File: src/rtl/freq_scheduler.sv
// freq_scheduler: queues MIDI key events, allocates two voices and commits ids on vsync rise; FREQ_SCHED_SORT_EN orders the outputs.
// Latency: key_valid to shadow update 3 cycles with the queue empty; outputs follow at the next vsync commit.
// Backpressure: none upstream; an event arriving with the queue full is dropped and sets sticky overflow.
module freq_scheduler #(
    parameter int BASE_KEY   = 48,
    parameter int FIFO_DEPTH = 4,
    parameter int LOG_DEPTH  = 2
) (
    input  logic       clock,
    input  logic       reset_n,
    input  logic       key_valid,
    input  logic       key_on,
    input  logic [6:0] key_index,
    input  logic       vsync,
    input  logic       sw_override,
    input  logic [4:0] sw_freq_id,
    output logic [4:0] freq_id1,
    output logic [4:0] freq_id2,
    output logic       new_f,
    output logic [1:0] active,
    output logic       overflow
);
    typedef struct packed {
        logic       on;
        logic [6:0] key;
    } key_ev_t;

    typedef enum logic [1:0] {S_IDLE, S_POP, S_ALLOC} state_t;

    key_ev_t              fifo_mem [FIFO_DEPTH];
    logic [LOG_DEPTH-1:0] wr_ptr;
    logic [LOG_DEPTH-1:0] rd_ptr;
    logic [LOG_DEPTH:0]   fifo_cnt;
    logic                 fifo_full;
    logic                 fifo_vld;
    logic                 push_vld;
    logic                 pop_rdy;

    state_t     state;
    key_ev_t    ev;
    logic [4:0] sid1;
    logic [4:0] sid2;
    logic [1:0] sact;
    logic       age;
    logic       pending;
    logic       vs_d;
    logic       ov_d;
    logic [4:0] sfid_d;

    // Depth is a power of two, so the count MSB alone means full.
    assign fifo_full = fifo_cnt[LOG_DEPTH];
    assign fifo_vld  = (fifo_cnt != '0);
    assign push_vld  = key_valid && !fifo_full;
    assign pop_rdy   = (state == S_POP) && fifo_vld;

    always_ff @(posedge clock) begin
        if (push_vld) begin
            fifo_mem[wr_ptr] <= {key_on, key_index};
        end
    end

    always_ff @(posedge clock or negedge reset_n) begin
        if (!reset_n) begin
            wr_ptr   <= '0;
            rd_ptr   <= '0;
            fifo_cnt <= '0;
            overflow <= 1'b0;
        end else begin
            if (push_vld) begin
                wr_ptr <= wr_ptr + LOG_DEPTH'(1);
            end
            if (pop_rdy) begin
                rd_ptr <= rd_ptr + LOG_DEPTH'(1);
            end
            case ({push_vld, pop_rdy})
                2'b10:   fifo_cnt <= fifo_cnt + (LOG_DEPTH+1)'(1);
                2'b01:   fifo_cnt <= fifo_cnt - (LOG_DEPTH+1)'(1);
                default: fifo_cnt <= fifo_cnt;
            endcase
            if (key_valid && fifo_full) begin
                overflow <= 1'b1;
            end
        end
    end

    // Keys below BASE_KEY wrap to a large offset, so one upper-bits test covers both ends.
    logic [7:0] ev_off;
    logic       in_range;
    logic [4:0] fid;
    logic       held1;
    logic       held2;
    logic       use_v1;

    assign ev_off   = {1'b0, ev.key} - 8'(BASE_KEY);
    assign in_range = (ev_off[7:5] == 3'd0);
    assign fid      = ev_off[4:0];
    assign held1    = sact[0] && (sid1 == fid);
    assign held2    = sact[1] && (sid2 == fid);
    // age = 0 marks v1 as the older voice, so it is the one stolen.
    assign use_v1   = !sact[0] || (sact[1] && !age);

    logic [4:0] n_sid1;
    logic [4:0] n_sid2;
    logic [1:0] n_sact;
    logic       n_age;

    always_comb begin
        n_sid1 = sid1;
        n_sid2 = sid2;
        n_sact = sact;
        n_age  = age;
        if (ev.on) begin
            if (!(held1 || held2)) begin
                if (use_v1) begin
                    n_sid1    = fid;
                    n_sact[0] = 1'b1;
                    n_age     = 1'b1;
                end else begin
                    n_sid2    = fid;
                    n_sact[1] = 1'b1;
                    n_age     = 1'b0;
                end
            end
        end else begin
            if (held1) n_sact[0] = 1'b0;
            if (held2) n_sact[1] = 1'b0;
        end
    end

    logic [4:0] c_id1;
    logic [4:0] c_id2;
    logic [1:0] c_act;

    always_comb begin
        c_id1 = sid1;
        c_id2 = sid2;
        c_act = sact;
        if (sw_override) begin
            c_id1 = sw_freq_id;
            c_id2 = sw_freq_id;
            c_act = 2'b11;
        end
`ifdef FREQ_SCHED_SORT_EN
        else if ((&sact) && (sid1 > sid2)) begin
            c_id1 = sid2;
            c_id2 = sid1;
            c_act = {sact[0], sact[1]};
        end
`endif
    end

    logic vs_rise;
    logic ov_chg;
    logic commit;

    assign vs_rise = vsync && !vs_d;
    assign ov_chg  = (sw_override != ov_d) || (sw_override && (sw_freq_id != sfid_d));
    assign commit  = vs_rise && pending;

    always_ff @(posedge clock or negedge reset_n) begin
        if (!reset_n) begin
            state    <= S_IDLE;
            ev       <= '0;
            sid1     <= '0;
            sid2     <= '0;
            sact     <= '0;
            age      <= 1'b0;
            pending  <= 1'b0;
            vs_d     <= 1'b0;
            ov_d     <= 1'b0;
            sfid_d   <= '0;
            freq_id1 <= '0;
            freq_id2 <= '0;
            active   <= '0;
            new_f    <= 1'b0;
        end else begin
            vs_d   <= vsync;
            ov_d   <= sw_override;
            sfid_d <= sw_freq_id;
            new_f  <= 1'b0;
            if (commit) begin
                freq_id1 <= c_id1;
                freq_id2 <= c_id2;
                active   <= c_act;
                new_f    <= 1'b1;
                pending  <= 1'b0;
            end
            // Later assignments win: a change landing on a commit cycle waits for the next frame.
            if (ov_chg) begin
                pending <= 1'b1;
            end
            case (state)
                S_IDLE: begin
                    if (fifo_vld) state <= S_POP;
                end
                S_POP: begin
                    ev    <= fifo_mem[rd_ptr];
                    state <= S_ALLOC;
                end
                S_ALLOC: begin
                    if (in_range) begin
                        sid1    <= n_sid1;
                        sid2    <= n_sid2;
                        sact    <= n_sact;
                        age     <= n_age;
                        pending <= 1'b1;
                    end
                    state <= S_IDLE;
                end
                default: state <= S_IDLE;
            endcase
        end
    end
endmodule

File: config.mk
export PLATFORM = sky130hd
export DESIGN_NAME = freq_scheduler
export DESIGN_NICKNAME = d
export VERILOG_FILES = /design/src/rtl/freq_scheduler.sv
export SDC_FILE = /design/constraint.sdc
export NUM_CORES = 1
export LEC_CHECK = 0
export CAP_MARGIN = 40
export CELL_PAD_IN_SITES_DETAIL_PLACEMENT = 0
export CELL_PAD_IN_SITES_GLOBAL_PLACEMENT = 1
export CORE_UTILIZATION = 51
export DETAILED_ROUTE_END_ITERATION = 16
export PLACE_DENSITY_LB_ADDON = 0.1
export SLEW_MARGIN = 20
export SYNTH_ARGS = -nofsm -noshare
export SYNTH_HDL_FRONTEND = slang
export SYNTH_SLANG_ARGS = --single-unit
File: constraint.sdc
create_clock -name clock -period 6.16 [get_ports clock]
set_input_delay 1.232 -clock clock [delete_from_list [all_inputs] [get_ports clock]]
set_output_delay 1.232 -clock clock [all_outputs]
set_load 0.03 [all_outputs]
== Word level (Yosys, flattened, before mapping) ==
Memories as Yosys holds them, arrays and structs flattened. A register that Yosys moved wholly into a read port is not among the register bits.
Index checks and enable logic that the tools add are counted.

* Add/sub/neg operators: 5
* Equality and inequality tests: 12
* Mux-type cells: 20
* Bitwise operators: 2
* Reductions and logical operators: 28

{| class="wikitable"
|+ Operator list
! operator !! count
|-
| AND reduction 5 bit || 4
|-
| two-way mux 1 bit || 12
|-
| == test 5 bit || 2
|-
| two-way mux 5 bit || 2
|-
| logical AND 1 bit || 9
|-
| two-way mux 2 bit || 4
|-
| subtractor 7 x 6 -> 8 bit, second input constant || 1
|-
| inequality test 2 bit, second input constant || 3
|-
| one-hot mux 3 bit (2 select lines) || 1
|-
| nonzero test 2 bit || 3
|-
| logical NOT 1 bit || 5
|-
| inequality test 5 bit || 1
|-
| adder 2 x 1 -> 2 bit, second input constant || 2
|-
| == test 2 x 1 -> 1 bit, second input constant || 2
|-
| == test 2 bit, second input constant || 2
|-
| one-hot mux 2 bit (2 select lines) || 1
|-
| AND reduction 4 bit || 1
|-
| adder 3 x 1 -> 3 bit, second input constant || 1
|-
| logical NOT 3 bit || 1
|-
| logical OR 1 bit || 3
|-
| nonzero test 3 bit || 1
|-
| subtractor 3 x 1 -> 3 bit, second input constant || 1
|-
| logical NOT 2 bit || 1
|-
| inequality test 2 x 1 -> 1 bit, second input constant || 1
|-
| other kinds (2) || 3
|}

* Register bits: 44
* Bits in writable memories: 32
* Bits of input ports: 18
* Output and inout bits: 14
* Logic and storage cells: 86
* Memories: 1

{| class="wikitable"
|+ Memory list
! memory !! depth !! bits a word !! rd ports !! clocked after Yosys merged registers in !! write ports !! RTL line !! text
|-
| fifo_mem || 4 || 8 || 1 || 1 || 1 || 30 || <nowiki>key_ev_t fifo_mem [FIFO_DEPTH];</nowiki>
|}

== Logic depth before layout (Yosys ltp) ==
Gate-level depths: netlist of run 1.

* Depth in word-level cells: 7
* Mapped depth: 9
* Gate-level depth less buffers: 8

== Worst setup path after synthesis of run 1 ==
Ideal clock, no wire load.

* Path kind: input to register
* Start: in key_valid
* End: reg fifo_cnt[2]
* Library setup time: 79 ps
* Data arrival time: 2514 ps
* Required time: 6081 ps
* Slack: 3566 ps
* Stages on the path: 9
* Path buffers: 1
* Cell sequence: nor2b_1 clkbuf_1 inv_1 ha_1 inv_1 fa_1 xor2_1 nor2_1 xor2_1

* Word-level cells in the longest chain between the ends: 3
* Elaborated cells between the ends (all ways): 5
* Classes of those cells: eq/ne: 2; mux: 1; reduce/logical: 2

{| class="wikitable"
|+ RTL lines
! item !! RTL line !! text
|-
| start, declared || 11 || <nowiki>input logic key_valid,</nowiki>
|-
| logical AND 1 bit (*) || 53 || <nowiki>assign push_vld = key_valid && !fifo_full;</nowiki>
|-
| == test 2 x 1 -> 1 bit / == test 2 bit (equally long branches) || 75 || <nowiki>case ({push_vld, pop_rdy})</nowiki>
|-
| one-hot mux 3 bit (2 select lines) / nonzero test 2 bit (equally long branches) || n/a ||
|-
| end signal, assigned || 76 || <nowiki>2'b10: fifo_cnt <= fifo_cnt + (LOG_DEPTH+1)'(1);</nowiki>
|-
| end signal, assigned || 77 || <nowiki>2'b01: fifo_cnt <= fifo_cnt - (LOG_DEPTH+1)'(1);</nowiki>
|-
| end signal, assigned || 78 || <nowiki>default: fifo_cnt <= fifo_cnt;</nowiki>
|-
| end, declared || 33 || <nowiki>logic [LOG_DEPTH:0] fifo_cnt;</nowiki>
|}

Mark *: on every way between the ends. The rest lies on a longest branch, timed or not.
A chain may end at the register's enable or synchronous reset.

== Final worst setup path of run 1 ==
Same ends and word-level chain as after synthesis.

==> summary.md, run 1 <==
| Metric | Value |
|---|---|
| First-pass GRT wire length | `9460 microns` |
| Total Wirelength | `around 5300 microns` |
| Tightest Pin Transition | `0.762 ns` |
| Highest clock rate | `359 MHz` |
| CP startpoint kind | `input port` |
| Fin crit period | `~2.8 ns` |
| DR iter-0 viols | `57` |
| Fraction of layout cells with a size suffix above 1 | `between 15 and 20%` |
| Vias | `between 1500 and 2000` |
| Largest net degree at the start of global routing | `53` |
| Setup TNS Final | `0 ns` |
| Maximum vdd drop | `around 260 uV` |
| Synth Flop Type | `dfrtp_1` |
| Sink Count | `84` |
| CTS resizes | `0` |
| RSZ-0062 raised after global routing | `false` |
| Port Buffer Count | `31` |
| IO Count | `32` |
| Largest cells by area after synthesis | `dfrtp_1 36%, edfxtp_1 27%, mux4_2 5.1%` |
| Tot Pwr | `1710 uW` |
| Post-synth top area share | `a little over a third` |
| Cells after Synth | `240` |
| Post-synth ARST share | `between 60% and 70%` |
| Antenna cells | `0` |
| CP Max Fanout | `8` |
| MaxCap Viol Count | `0` |
| Initial antenna violation count | `0` |
| Power per Cell Area | `416 nW/um^2` |
| Yosys cell types | `40` |
| Arrival time at the worst endpoint | `about 3 ns` |
| Drc violations | `0` |
| Starting density of the core | `a little over half` |
| Vias in the first global route | `1947` |
| Via-per-instance ratio | `around 5.3` |
| Filler Cell Count | `555` |
| CP Capture Type | `register` |
| Req. time, crit path | `approximately 6.4 ns` |
| Hold-fix buffers at CTS | `0` |
| HP Class | `register to register` |
| Synthesized area | `3570 sq um` |
| #FFs+latches synth | `84` |
| Setup CP Type | `input port to register` |
| Synth warn | `0` |
| Hpwl dp | `between 3000 and 4000 microns` |
| Die Ht | `approximately 86 microns` |
| Post-CTS Setup Inserts | `0` |
| Most common cell after layout, fill and taps aside | `dfrtp_1` |
| Slew margin rel. | `around half` |
| H-Tree Depth | `3` |
| Avg WL per Cell | `roughly 15 microns` |
| Final Cycle Share | `45.2%` |
| Cell Rows | `30` |
| Die X | `roughly 86 microns` |
| Cell taking the most area after synthesis | `dfrtp_1` |
| Syn Nets | `265` |
| CTS Buffer Depth | `2` |
| CTS Buf Count | `9` |
| Pleak | `around 0.0017 uW` |
| Run status | `complete, no violations` |
| Worst Clk Skew | `roughly 0.0096 ns` |
| Worst hold slack | `0.454 ns` |
| Total global routing overflow | `0` |
| Most frequent cells in the layout | `52 x dfrtp_1, 32 x edfxtp_1, 30 x clkdlybuf4s50_1, 15 x nand2_1, 14 x o21ai_0` |
| Clk_lat worst skew | `roughly 0.34 ns` |
| Final ANT Viol Nets | `0` |
| Initial DRT Pass Iterations | `4` |
| Final GP Congestion | `between 0.6 and 0.7` |
| CTS tree | `done` |
| Fin. Hold Viols | `0` |
| Full die area | `7330 sq um` |
| Core Util, Final | `60.8%` |
| Root Driver | `clkbuf_8` |
| CTS clk-pin slew, worst paths | `around 0.08 ns` |
| Seq/Total Area, Yosys | `roughly 63%` |
| GR Util All Layers | `~17%` |
| Max Slew Vio Count | `0` |
| Area delta synth->final | `15.2%` |
| Design Area, Final | `4110 sq um` |
| Core area | `slightly below 7000 sq um` |
| Net count, final | `~300` |
| Placed Area | `3920 sq um` |
| Mean post-synth cell area | `roughly 15 sq um` |
| Final setup fails | `0` |
| Post-synth EDFFs | `32` |
-- layout make-up --
cell class                 count  area, sq um  area share [%]
clock buffer                  10          128            3.11
clock inverter                 6         55.1            1.34
multi-input combinational    133         1200            29.2
tap                           80          100            2.44
timing repair buffer          33          324            7.89
inverter                      11         41.3            1.00
sequential                    84         2260            55.1
-- kinds of logic after synthesis --
kind of cell               share of synthesized area, %
xor gates and xnor gates                           5.16
buffers and inverters                              2.98
muxes                                              14.2
adders and majority gates                          2.67
and+or+nand+nor                                    7.05
AOI/OAI and AO/OA                                  4.56
DFF                                                63.4
-- worst max-delay path, cell delays in order --
cell and delay, ns:
clkdlybuf4s50_1 0.47, nor2b_1 0.39, inv_1 0.09, ha_1 0.23
inv_1 0.08, fa_1 0.17, xor2_1 0.15, nor2_1 0.06
xor2_1 0.14
-- flip-flops by register name, indices dropped and copies added, names as in the netlist, 3 cells and up --
register	cells
freq_id2	5
sid1	5
sfid_d	5
sid2	5
ev	8
freq_id1	5
fifo_mem	32
fifo_cnt	3
-- layer usage --
| metal | wire, microns | share of wire (%) | global-route usage, % | vias up |
|---|---|---|---|---|
| met5 | 0 | 0 | 0 | - |
| met4 | 76 | 1.4 | 9.09 | 0 |
| met3 | 193 | 3.7 | 3.46 | 6 |
| met2 | 2570 | 49 | 27.4 | 42 |
| met1 | 2420 | 46 | 22.3 | 911 |
| li1 | - | - | - | 922 |
-- report_power, final --
part / switching (uW) / internal (uW) / total (uW)
logic: 221 / 267 / 488
registers: 135 / 718 / 853
clock network: 186 / 183 / 369
-- final timing paths --
path	start	slack (ns)	endpoint	depth (start not counted)
hold reg to reg	state[1]$_DFFE_PN0P_	0.45	state[0]$_DFFE_PN0P_	1
hold / removal	state[1]$_DFFE_PN0P_	0.45	state[0]$_DFFE_PN0P_	1
max in group asynchronous	reset_n	4.71	ev[6]$_DFFE_PN0N_	2
setup / recovery	key_valid	3.38	fifo_cnt[2]$_DFFE_PN0P_	9
setup reg to reg	ev[4]$_DFFE_PN0N_	3.56	sid2[1]$_DFFE_PN0P_	6
min in group asynchronous	reset_n	0.98	freq_id2[2]$_DFFE_PN0P_	2
-- metrics by stage --
stage / setup slack, ns / cells
after global routing: 3.25 / 357
after CTS: 3.36 / 356
final: 3.38 / 357
after detailed placement: 3.00 / 340
after floorplan: 3.57 / 240
after global placement: 3.03 / 340
-- synth_stat cells (all sizes together) (3+ instances only) --
cell type and n:
mux4 8, mux2i 13, o21ai 14, nand2 15, nor2 5, mux2 16
nor2b 3, xnor2 12, clkbuf 8, nand3 3, xor2 9, ha 6
and2 4, edfxtp 32, a21oi 3, inv 11, dfrtp 52, buf 4
and3 3, nand4 3
No activity file was read; power rests on OpenSTA's default activity.
==> run 2: changes to the inputs <==
- CORE_UTILIZATION: 51 -> 43
- clock period: 6.16 -> 2.47 ns (I/O delays scaled with it)
==> summary.md, run 2 (synthesis gave the netlist of run 1 again) <==
| Metric | Value |
|---|---|
| Fin crit period | `between 2 and 2.5 ns` |
| Final GP Congestion | `around 0.69` |
| IO Count | `32` |
| HP Class | `input port to async pin` |
| Antenna cells | `0` |
| Fraction of layout cells with a size suffix above 1 | `between 10% and 20%` |
| Hold-fix buffers at CTS | `0` |
| CTS tree | `done` |
| CP Capture Type | `register` |
| H-Tree Depth | `3` |
| Vias | `about 1900` |
| Regs by FF count | `fifo_mem: 32 flops, ev: 8 flops` |
| Req. time, crit path | `2.71 ns` |
| Arrival time at the worst endpoint | `2.51 ns` |
| Clk_lat worst skew | `roughly 0.36 ns` |
| Largest net degree at the start of global routing | `53` |
| Core area | `a little under 8000 sq um` |
| Total global routing overflow | `0` |
| RSZ-0062 raised after global routing | `false` |
| CTS resizes | `0` |
| Maximum vdd drop | `between 400 and 500 uV` |
| Power per Cell Area | `roughly 1000 nW/um^2` |
| Worst Clk Skew | `between 0.01 and 0.015 ns` |
| Port Buffer Count | `31` |
| Tot Pwr | `about 4400 uW` |
| Pleak | `~0.0017 uW` |
| Cell Rows | `32` |
| Avg WL per Cell | `between 10 and 15 microns` |
| Most common cell after layout, fill and taps aside | `dfrtp_1` |
| First-pass GRT wire length | `9760 microns` |
| CP startpoint kind | `register` |
| Full die area | `approximately 8700 sq um` |
| CTS clk-pin slew, worst paths | `roughly 0.090 ns` |
| Setup CP Type | `register to register` |
| Most frequent cells in the layout | `52 x dfrtp_1, 32 x edfxtp_1, 30 x clkdlybuf4s50_1, 15 x nand2_1, 14 x o21ai_0` |
| Root Driver | `clkbuf_8` |
| Top reg by flops | `fifo_mem` |
| Area delta synth->final | `17.4%` |
| Drc violations | `0` |
| CTS Buf Count | `9` |
| Final setup fails | `0` |
| Max reg flops | `32` |
| Initial antenna violation count | `0` |
| Starting density of the core | `a little under half` |
| Total Wirelength | `5600 microns` |
| MaxCap Viol Count | `0` |
| DR iter-0 viols | `77` |
| Net count, final | `303` |
| Initial DRT Pass Iterations | `4` |
| Final ANT Viol Nets | `0` |
| Sink Count | `84` |
| Run status | `complete, no violations` |
| Max Slew Vio Count | `0` |
| Fin. Hold Viols | `0` |
| Highest clock rate | `439 MHz` |
| Tightest Pin Transition | `around 0.65 ns` |
| GR Util All Layers | `15.3%` |
| Vias in the first global route | `between 1500 and 2000` |
| CP Max Fanout | `6` |
| Hpwl dp | `between 3000 and 4000 microns` |
| Slew margin rel. | `between 50% and 60%` |
| Via-per-instance ratio | `about 5` |
| Die X | `~93 microns` |
| Post-CTS Setup Inserts | `0` |
| Die Ht | `about 93 microns` |
| Filler Cell Count | `between 600 and 700` |
| Setup TNS Final | `0 ns` |
| Final Cycle Share | `between 90 and 100%` |
| CTS Buffer Depth | `2` |
[run 2: cell types whose count changed in the layout (fill, tap and decap cells not counted), sizes merged]
cell      change
buf           +6
clkinvlp      +1
inv           +1
clkinv        -2
[run 2: per-stage QoR]
stage                     instances  util, %  hold slack, ns  worst slack (ns)  area [sq um]
after floorplan                 240        -           0.198             0.296          3570
after global placement          369     50.7           0.440             0.264          4000
after detailed placement        369     50.7           0.456             0.198          4000
after CTS                       385     53.1           0.261             0.174          4190
after global routing            385     53.1           0.283            0.0811          4190
final                           385     53.1           0.230             0.195          4190
[run 2: layout make-up]
| class | count | area [sq um] | share of cell area, % |
|---|---|---|---|
| Inverter | 11 | 41.3 | 0.986 |
| Sequential cell | 84 | 2260 | 54.0 |
| Multi-Input combinational cell | 133 | 1200 | 28.6 |
| Clock inverter | 6 | 63.8 | 1.52 |
| Timing Repair Buffer | 39 | 365 | 8.73 |
| Clock buffer | 10 | 128 | 3.05 |
| Tap cell | 102 | 128 | 3.05 |
[run 2: path summary, 6_finish.rpt]
kind	startpoint	to	slack, ns	cells after the start
worst max-delay path	ev[5]$_DFFE_PN0N_	sid2[0]$_DFFE_PN0P_	0.19	6
worst min-delay path	reset_n	freq_id1[2]$_DFFE_PN0P_	0.23	2
worst max register to register	ev[5]$_DFFE_PN0N_	sid2[0]$_DFFE_PN0P_	0.19	6
worst min register to register	overflow$_DFFE_PN0P_	overflow$_DFFE_PN0P_	0.46	1
max in group asynchronous	reset_n	ev[7]$_DFFE_PN0N_	1.78	2
min in group clock	overflow$_DFFE_PN0P_	overflow$_DFFE_PN0P_	0.46	1
[run 2: layer usage]
metal	share of wire [%]	global-route usage [%]	vias to the layer above
met5	0	0	-
li1	-	-	933
met4	2.2	8.46	0
met2	48	24.5	38
met1	47	19.2	940
met3	3.4	3.66	11
[run 2: power breakdown]
part,leakage [uW],internal [uW],switching [uW]
clock network,0.0000905,467,488
registers,0.000930,1790,334
logic,0.000661,708,588
total,0.00168,2970,1410
[run 2: critical path, cell delays in order, from the launching register on]
cell and delay (ns):
dfrtp_1 0.43, ha_1 0.25, nand2b_4 0.16, a2111oi_4 0.40, o2111a_1 0.23, and3_1 0.36
mux2_4 0.33
